<file path="src/rtl/sram_arbiter.sv">
// Shares one single-port scratchpad SRAM between NPORTS requesters.
// Round-robin or fixed-priority-with-aging arbitration; grants are blocked while the SRAM is unavailable.
module sram_arbiter #(
  parameter int NPORTS = 3,
  parameter int AGE_W  = 4
) (
  input  logic                   clk,
  input  logic                   rst,
  input  logic [NPORTS-1:0]      req,
  input  logic [NPORTS-1:0]      we,
  input  logic [4*NPORTS-1:0]    be,
  input  logic [13*NPORTS-1:0]   addr,
  input  logic [32*NPORTS-1:0]   wdata,
  output logic [NPORTS-1:0]      gnt,
  output logic [NPORTS-1:0]      rvalid,
  output logic [31:0]            rdata,
  input  logic                   arb_mode,
  input  logic [AGE_W-1:0]       age_limit,
  input  logic                   mbist_en,
  input  logic                   pd_en,
  input  logic                   ret_en,
  output logic                   sram_req,
  output logic                   sram_we,
  output logic [3:0]             sram_be,
  output logic [12:0]            sram_addr,
  output logic [31:0]            sram_wdata,
  input  logic [31:0]            sram_rdata,
  input  logic                   sram_ready
);

  localparam int IDX_W = $clog2(NPORTS);
  localparam logic [AGE_W-1:0] AGE_MAX = '1;

  logic                 blocked;
  logic [NPORTS-1:0]    elig;
  logic [NPORTS-1:0]    aged;
  logic [IDX_W-1:0]     ptr;
  logic [IDX_W-1:0]     win_idx;
  logic                 win_found;
  logic [AGE_W-1:0]     age [NPORTS];

  always_comb begin
    blocked = mbist_en | ~pd_en | ret_en | ~sram_ready;
    elig    = blocked ? '0 : req;
    for (int k = 0; k < NPORTS; k++) begin
      aged[k] = (age_limit != '0) && (age[k] >= age_limit);
    end
  end

  // NOTE: every output of a combinational block gets a default first, so no path can infer a latch.
  always_comb begin
    int idx;
    win_found = 1'b0;
    win_idx   = '0;
    idx       = 0;
    if (!arb_mode) begin
      for (int i = 1; i <= NPORTS; i++) begin
        idx = (int'(ptr) + i) % NPORTS;
        if (!win_found && elig[idx]) begin
          win_found = 1'b1;
          win_idx   = IDX_W'(idx);
        end
      end
    end else if (|(elig & aged)) begin
      // Descending scan so the lowest aged index is the last one written.
      for (int k = NPORTS - 1; k >= 0; k--) begin
        if (elig[k] && aged[k]) begin
          win_found = 1'b1;
          win_idx   = IDX_W'(k);
        end
      end
    end else begin
      for (int k = NPORTS - 1; k >= 0; k--) begin
        if (elig[k]) begin
          win_found = 1'b1;
          win_idx   = IDX_W'(k);
        end
      end
    end
  end

  always_comb begin
    gnt        = '0;
    sram_we    = 1'b0;
    sram_be    = '0;
    sram_addr  = '0;
    sram_wdata = '0;
    if (win_found) begin
      gnt[win_idx] = 1'b1;
      sram_we      = we[win_idx];
      sram_be      = be[4*win_idx +: 4];
      sram_addr    = addr[13*win_idx +: 13];
      sram_wdata   = wdata[32*win_idx +: 32];
    end
    sram_req = win_found;
  end

  // NOTE: sequential state uses non-blocking assignments so every register samples pre-edge values.
  always_ff @(posedge clk or posedge rst) begin
    if (rst) begin
      ptr    <= IDX_W'(NPORTS - 1);
      rvalid <= '0;
      rdata  <= '0;
      for (int k = 0; k < NPORTS; k++) begin
        age[k] <= '0;
      end
    end else begin
      if (win_found) begin
        ptr <= win_idx;
      end
      rvalid <= (sram_req && !sram_we) ? gnt : '0;
      if (sram_req && !sram_we) begin
        rdata <= sram_rdata;
      end
      for (int k = 0; k < NPORTS; k++) begin
        if (!req[k] || gnt[k]) begin
          age[k] <= '0;
        end else if (age[k] != AGE_MAX) begin
          age[k] <= age[k] + 1'b1;
        end
      end
    end
  end

endmodule

</file>
<file path="config.mk">
export PLATFORM = sky130hd
export DESIGN_NAME = sram_arbiter
export DESIGN_NICKNAME = d
export VERILOG_FILES = /design/src/rtl/sram_arbiter.sv
export SDC_FILE = /design/constraint.sdc
export NUM_CORES = 1
export LEC_CHECK = 0
export BUFFER_PORTS_ARGS = -buffer_cell sky130_fd_sc_hd__buf_2
export CAP_MARGIN = 20
export CORE_MARGIN = 2
export CORE_UTILIZATION = 40
export DETAILED_ROUTE_END_ITERATION = 7
export GPL_TIMING_DRIVEN = 1
export PLACE_DENSITY = 0.79
export RECOVER_POWER = 25
export SLEW_MARGIN = 20
export SYNTH_ARGS = -nofsm -noshare
export SYNTH_HDL_FRONTEND = slang
export SYNTH_SLANG_ARGS = --single-unit
export TNS_END_PERCENT = 10
</file>
<file path="constraint.sdc">
create_clock -name clk -period 2.5 [get_ports clk]
set_clock_uncertainty 0.1 [all_clocks]
set_input_delay 0.125 -clock clk [delete_from_list [all_inputs] [get_ports clk]]
set_output_delay 0.125 -clock clk [all_outputs]
set_load 0.02 [all_outputs]
</file>
## Yosys cells after proc, flatten, opt, wreduce, memory -nomap -nowiden

Index checks and enable logic that the tools add are counted.
Widths: inputs -> output; s select.

| word-level totals | value |
|---|---|
| flip-flop bits (word level) | 49 |
| output and inout port bits | 89 |

| cells by class | value |
|---|---|
| add/subtract/negate cells | 6 |
| multiply operators | 1 |
| divide/modulo/power cells | 3 |
| $lt $le $gt $ge | 8 |
| equal/unequal tests | 3 |
| shift-type cells | 3 |
| mux-type cells | 50 |
| bitwise operators | 6 |
| reductions and logical operators | 24 |

Operator list:

| kind | number |
|---|---|
| $lt 32x4->1 const B | 3 |
| $mod 32x3->32 const B | 3 |
| $shiftx 96x8->32 | 1 |
| $shiftx 39x7->13 | 1 |
| $mux 32 | 1 |
| $mux 4 | 7 |
| $mux 1 | 22 |
| $mux 2 | 11 |
| $mux 13 | 1 |
| $add 4x1->4 const B | 3 |
| $ge 4x4->1 | 3 |
| $ne 4x4->1 const B | 3 |
| $shiftx 12x5->4 | 1 |
| $logic_and 1x1->1 | 10 |
| $mux 3 | 3 |
| $bmux 1 s2 | 4 |
| $add 2x2->3 const B | 2 |
| $logic_not 1->1 | 6 |
| $mul 4x2->6 const A | 1 |
| $reduce_bool 2->1 | 3 |
| $reduce_bool 4->1 | 1 |
| $add 2x1->3 const B | 1 |
| $and 3x3->3 | 1 |
| $logic_or 1x1->1 | 3 |
| other kinds (6) | 9 |

## Depth between registers and ports, before layout

Gate-level depths: netlist of the first run.

| depth | value |
|---|---|
| depth after elaboration | 25 |
| depth in mapped cells | 12 |

## Least setup slack after synthesis of the first run

OpenSTA, ideal clock, no wires.

| timing path | value |
|---|---|
| path kind | flip-flop to output port |
| from | register age[0] (netlist name) |
| to | output port gnt[0] |
| data arrival time | 2.704 ns |
| required time | 2.275 ns |
| setup slack | -0.429 ns |
| cell stages (with the launch flop) | 11 |
| cell sequence | dfrtp_1 inv_1 ha_1 nand2b_1 a2111oi_1 o32a_1 o32ai_2 and3_4 buf_4 buf_2 nor3_1 |

| on the way | value |
|---|---|
| word-level cells in the longest chain between the ends | 13 |
| elaborated cells on any way between the ends | 21 |

RTL lines:

| what | line | source |
|---|---|---|
| start: declaration | 40 | `logic [AGE_W-1:0] age [NPORTS];` |
| start signal: indexed assignment | 119 | `age[k] <= age[k] + 1'b1;` |
| $ge 4x4->1 * | 46 | `aged[k] = (age_limit != '0) && (age[k] >= age_limit);` |
| $logic_and 1x1->1 * | 46 |  |
| $logic_and 1x1->1 | 67 | `if (elig[k] && aged[k]) begin` |
| $mux 2 (3 in series) | 67 |  |
| $mux 2 | 64 | `end else if (\|(elig & aged)) begin` |
| $mux 2 | 56 | `if (!arb_mode) begin` |
| $lt 2x3->1 (implied by the code) or $ge 2x1->1 (tied branches) | 89 | `gnt[win_idx] = 1'b1;` |
| $logic_and 1x1->1 (implied by the code) | 89 |  |
| $mux 1 (implied by the code) | 89 |  |
| $demux 1 s2 | 89 |  |
| $mux 3 * | 88 | `if (win_found) begin` |
| end: declaration | 14 | `output logic [NPORTS-1:0] gnt,` |

Mark *: on every way between the ends. The rest lies on a longest branch, timed or not.

## Final worst setup path of the first run

| timing path | value |
|---|---|
| from | register age[7] (netlist name) |
| to | output port sram_wdata[20] |

| on the way | value |
|---|---|
| word-level cells in the longest chain between the ends | 9 |
| elaborated cells on any way between the ends | 15 |

RTL lines:

| what | line | source |
|---|---|---|
| $ge 4x4->1 * | 46 |  |
| $logic_and 1x1->1 * | 46 |  |
| $logic_and 1x1->1 | 67 |  |
| $mux 2 (2 in series) | 67 |  |
| $mux 2 | 64 |  |
| $mux 2 | 56 |  |
| $shiftx 96x8->32 | 93 | `sram_wdata = wdata[32*win_idx +: 32];` |
| $mux 32 * | 88 |  |
| end: declaration | 26 | `output logic [31:0] sram_wdata,` |

Marks and branches as above.

==> flow_summary.json, run 1 <==
{
  "status": "finished, violations left",
  "violations": "negative setup slack",
  "cts_sinks": 49,
  "clk_latency_ns": 0.31,
  "die_w_um": 110,
  "die_y_um": 110,
  "async_flop_share_pct": 100,
  "critPathArrivalTime_ns": 2.93,
  "antenna_found_initial": 2,
  "max_freq_ghz": 0.317,
  "clockBufferDepth": 2,
  "ios": 285,
  "rsz0062_at_grt": "yes",
  "start_util_pct": 41.1,
  "die_area_sq_um": 12000,
  "powerDensity_nw_per_um2": 312,
  "fill_cells": 773,
  "grt_pass1_wl_mm": 28.1,
  "synth_area_leader_cell": "dfrtp_1",
  "drc": 0,
  "overflow": 0,
  "track_usage_pct": 30.2,
  "drv_cap": 0,
  "cts.htree.levels": 2,
  "ys_types": 56,
  "first_pass_iters": 5,
  "cts_root_buf": "clkbuf_8",
  "placed_cells": 980,
  "p_leak_nw": 3.70,
  "syn_area_per_cell_sq_um": 8.33,
  "drtAntennaViolNets": 0,
  "min_period_ns": 3.15,
  "grt_pass1_vias": 5418,
  "core_area_sq_um": 10900,
  "crit_path_max_fanout": 10,
  "drtIter0Drc": 627,
  "crit_chain": "ha_1 > o21ai_0 > buf_4 > a2111oi_4 > nand3b_1 > nand2_4 > buf_12 > buf_12 > mux2i_4 > o21ai_2 > buf_4",
  "vdd_ir_drop_max_v": 0.000227,
  "synth_edf_count": 0,
  "port_buffers": 284,
  "grt_max_degree": 36,
  "synth_flop_cell": "dfrtp_1",
  "synth.net_count": 750,
  "ys_seq_area_share_pct": 27.5,
  "maxSlewViolCount": 0,
  "layout-drive-gt1-share_pct": 59.1,
  "register_area_sq_um": 1230,
  "hp-start": "we[1]",
  "finish.instance_area_sq_um": 7850,
  "relSlewSlack_pct": 22.6,
  "hp-class": "in -> reg",
  "synth_seq_cells": 49,
  "row_count": 38,
  "cts_tree": "done",
  "clk_pin_slew_ns": 0.10,
  "path_class": "reg -> out",
  "cp-startpoint": "age[7]",
  "final_common_cell": "buf_2",
  "ys_warn_count": 0,
  "setup_tns_ns": -39.79,
  "synthesis.area_sq_um": 4470,
  "wl_per_cell_um": 20.1,
  "final_nets": 1077,
  "dpl_worst_slack_ns": -0.241,
  "vias": 5883,
  "startpoint_type": "flip-flop",
  "finalSetupViolCount": 92,
  "min_period_over_period_pct": 126,
  "dpl.hpwl_mm": 14.1,
  "endpoint_kind": "output port",
  "cp_slowest_cell": "dfrtp_1",
  "final_cell_mix": "234 x buf_2, 71 x nand3_1, 58 x buf_4",
  "wirelength_mm": 20.2,
  "place_congestion": 0.971,
  "synth_top_area_share_pct": 26.9,
  "layout.cells.non_filler": 1007,
  "setup_ws_ns": -0.654,
  "placed_cell_area_sq_um": 6800,
  "cts_buffers": 5,
  "area_growth_pct": 75.5,
  "synth_cells": 537,
  "cp.required_ns": 2.28,
  "worst_slew_pin_slew_ns": 1.16,
  "yosys-top-cells-area": "dfrtp_1 27%, mux2i_1 12%, nand3_1 8.1%",
  "crit-reg2reg-launch": "ptr[1]",
  "routed_via_density": 5.84,
  "cpPeakStageDelay_ns": 0.41,
  "multiInputGateArea_sq_um": 3670,
  "finalHoldViolCount": 0
}
repair_timing:
item                                   in CTS  in global routing
gates cloned                                1                  1
hold buffers                                3                  0
setup endpoints to repair                  91                 99
buffers inserted                            8                  4
resized for setup                         103                 91
endpoints found under the hold margin      30                  0
pin swaps                                  14                 29
kinds of logic after synthesis:
| family | Yosys count | share of synthesized area, % |
|---|---|---|
| AO/OA/AOI/OAI | 145 | 24.0 |
| XOR/XNOR | 3 | 0.588 |
| adder cells (fa/ha/maj) | 18 | 4.98 |
| buffers and inverters | 59 | 6.83 |
| flip-flops | 49 | 27.5 |
| multiplexers | 52 | 11.6 |
| AND/OR/NAND/NOR | 211 | 24.5 |
area by class of cell:
cell class,instances,share of cell area [%]
Multi-Input combinational cell,429,46.7
Inverter,15,0.877
Antenna cell,2,0.0638
Tap cell,140,2.23
Sequential cell,49,15.7
Clock buffer,5,0.877
Clock inverter,3,0.335
Timing Repair Buffer,364,33.2
flip-flops by register name, indices dropped and copies added (netlist names):
name    count
ptr         2
age        12
rdata      32
rvalid      3
worst paths after layout:
path	to	slack, ns	cells after the start
worst max-delay path	sram_wdata[20]	-0.65	11
max in group asynchronous	ptr[1]	0.90	4
worst min-delay path	rvalid[1]	0.03	4
worst min register to register	ptr[1]	0.45	1
worst max register to register	rdata[20]	-0.33	13
min in group asynchronous	rdata[22]	0.55	3
Yosys cell counts (all sizes together), types with 7 or more instances:
| library cell | instances |
|---|---|
| nand3 | 72 |
| nand2 | 58 |
| mux2i | 52 |
| o21ai | 50 |
| dfrtp | 48 |
| buf | 38 |
| o211ai | 35 |
| and2 | 33 |
| a22oi | 32 |
| nor2 | 20 |
| ha | 17 |
| inv | 15 |
| nor3 | 7 |
report_power, final:
group / switching, mW / internal (mW)
registers: 0.0420 / 0.840
logic: 0.521 / 0.525
clock network: 0.314 / 0.204
through the flow:
step | util [%] | hold WS, ns | power (mW)
floorplan | - | 0.0977 | 1.36
global placement | 62.4 | 0.151 | 1.74
detailed placement | 62.4 | 0.149 | 1.76
CTS | 68.0 | 0.0482 | 2.34
global route | 72.1 | 0.0329 | 2.56
finish | 72.1 | 0.0332 | 2.45
critical path, delay by kind of cell (launching register included):
family	cells	cell delay (ns)
AO/OA/AOI/OAI	3	0.65
buffers and inverters	4	0.64
flip-flops	1	0.41
AND/OR/NAND/NOR	2	0.40
adder cells (fa/ha/maj)	1	0.30
multiplexers	1	0.20
routing by layer:
metal,GRT usage (%),share of wire [%],wire (um),up-vias
met5,0,0,0,-
met4,9.04,3.1,627,0
li1,-,-,-,2652
met1,40.4,39,7990,2798
met2,49.9,49,9920,376
met3,5.16,8.5,1720,57
No activity file was read; power rests on OpenSTA's default activity.
==> inputs of run 2 (changes only) <==
--- a/config.mk
+++ b/config.mk
@@ -7,12 +7,13 @@
 export LEC_CHECK = 0
 export BUFFER_PORTS_ARGS = -buffer_cell sky130_fd_sc_hd__buf_2
 export CAP_MARGIN = 20
-export CORE_MARGIN = 2
-export CORE_UTILIZATION = 40
+export CORE_AREA = 2 2 110 112
 export DETAILED_ROUTE_END_ITERATION = 7
+export DIE_AREA = 0 0 112 114
 export GPL_TIMING_DRIVEN = 1
-export PLACE_DENSITY = 0.79
+export PLACE_DENSITY = 0.74
 export RECOVER_POWER = 25
+export SKIP_CTS_REPAIR_TIMING = 1
 export SLEW_MARGIN = 20
 export SYNTH_ARGS = -nofsm -noshare
 export SYNTH_HDL_FRONTEND = slang
==> constraint.sdc (replaced) <==
create_clock -name clk -period 3.1 [get_ports clk]
set_clock_uncertainty 0.1 [all_clocks]
set_input_delay 0.155 -clock clk [delete_from_list [all_inputs] [get_ports clk]]
set_output_delay 0.155 -clock clk [all_outputs]
set_load 0.02 [all_outputs]
==> flow_summary.json, run 2 (synthesis gave the netlist of run 1 again) <==
{
  "status": "finished, violations left",
  "violations": "negative setup slack",
  "hp-class": "in -> reg",
  "dpl.hpwl_mm": 13.4,
  "row_count": 40,
  "holdWs_ns": 0.107,
  "max_freq_ghz": 0.321,
  "rrSetupSlack_ns": 0.33,
  "diodes": 0,
  "startpoint_type": "flip-flop",
  "crit-reg2reg-launch": "ptr[1]",
  "drc": 0,
  "relSlewSlack_pct": 41.0,
  "min_to": "age[1]",
  "clk_pin_slew_ns": 0.07,
  "dpl_worst_slack_ns": 0.170,
  "finalHoldViolCount": 0,
  "die_area_sq_um": 12800,
  "drtIter0Drc": 689,
  "p_leak_nw": 3.33,
  "grt_pass1_vias": 4842,
  "placed_cells": 950,
  "hp-start": "req[2]",
  "die_y_um": 114,
  "worstPathBufferInverterCount": 4,
  "antenna_found_initial": 1,
  "cts.htree.levels": 2,
  "path_class": "reg -> out",
  "final_cell_mix": "243 x buf_2, 72 x nand3_1, 55 x nand2_1",
  "rr_worst_depth": 10,
  "total_power_mw": 1.92,
  "final_common_cell": "buf_2",
  "whs_path_depth": 3,
  "cp_slowest_cell": "dfstp_2",
  "largestRegisters": "rdata (32), age (12), rvalid (3)",
  "drv_cap": 0,
  "area_growth_pct": 45.9,
  "crit-reg2reg-capture": "rdata[14]",
  "crit_top_cell": "buf_4",
  "start_util_pct": 38.2,
  "clockBufferDepth": 2,
  "die_w_um": 112,
  "powerDensity_nw_per_um2": 294,
  "port_buffers": 284,
  "largest_reg_flops": 32,
  "regMostFlops": "rdata",
  "track_usage_pct": 25.8,
  "cpPeakStageDelay_ns": 0.54,
  "cp.required_ns": 2.84,
  "endpoint_kind": "output port",
  "clk_latency_ns": 0.29,
  "setup_ws_ns": -0.0182,
  "grt_max_degree": 50,
  "cts_tree": "done",
  "overflow": 0,
  "worst_slew_pin_slew_ns": 0.885,
  "grt_pass1_wl_mm": 26.4,
  "vias": 5467,
  "critPathArrivalTime_ns": 2.86,
  "min_period_ns": 3.12,
  "crit_chain": "ha_1 > buf_4 > a21o_1 > a21oi_1 > o211ai_1 > nand3b_1 > buf_4 > nand2_4 > clkbuf_16 > a211oi_1 > buf_2",
  "layout-drive-gt1-share_pct": 41.2,
  "first_pass_iters": 7,
  "ios": 285,
  "final_nets": 1038,
  "routed_via_density": 5.62,
  "cts_buffers": 5,
  "crit_family": "buffers and inverters",
  "maxSlewViolCount": 0,
  "min_period_over_period_pct": 101,
  "place_congestion": 0.984,
  "rsz0062_at_grt": "yes",
  "finalSetupViolCount": 2,
  "cts_sinks": 49,
  "wl_per_cell_um": 19.1,
  "crit_path_max_fanout": 10,
  "drtAntennaViolNets": 0,
  "core_area_sq_um": 11700,
  "wirelength_mm": 18.6,
  "layout.cells.non_filler": 973,
  "vdd_ir_drop_max_v": 0.000219,
  "cts_root_buf": "clkbuf_16"
}
[run 2: report_power, final]
part	total, mW	internal [mW]	switching (mW)
combinational	0.651	0.307	0.345
clock	0.555	0.302	0.253
sequential	0.713	0.678	0.0351
[run 2: tightest hold or removal path: cells and delay by family]
family | cells | cell delay [ns]
buf+inv | 1 | 0.16
simple gates | 2 | 0.14
[run 2: how the worst max path moves through the flow]
stage | from | slack (ns) | cells past startpoint | to
final | ptr[1] | -0.02 | 11 | sram_we
after global routing | age[9] | -0.11 | 9 | sram_wdata[28]
after CTS | age[0] | -0.15 | 11 | sram_wdata[0]
after detailed placement | age[4] | 0.17 | 11 | sram_be[1]
after global placement | age[4] | 0.21 | 11 | sram_be[1]
after floorplan | age[0] | 0.14 | 10 | gnt[0]
[run 2: stage by stage]
| step | TNS [ns] | cell area, sq um | util, % |
|---|---|---|---|
| floorplan | 0 | 4470 | - |
| global placement | 0 | 6080 | 51.9 |
| detailed placement | 0 | 6080 | 51.9 |
| CTS | -4.12 | 6220 | 53.1 |
| global route | -3.92 | 6520 | 55.7 |
| finish | -0.0196 | 6520 | 55.7 |
[run 2: final cells by class]
cell class	count	area, sq um
clock buffers	6	129
fillers	1131	5190
flip-flops and latches	49	1230
well taps	147	184
multi-input cells	433	3090
repair buffers	321	1820
inverters	15	57.6
clock inverters	2	13.8
[run 2: per-layer routing]
| metal | share of wire [%] | up-vias | track usage [%] |
|---|---|---|---|
| met5 | 0.070 | - | 0 |
| met4 | 1.5 | 2 | 3.98 |
| met3 | 8.6 | 28 | 6.00 |
| met2 | 48 | 264 | 41.2 |
| met1 | 42 | 2614 | 36.5 |
| li1 | - | 2559 | - |
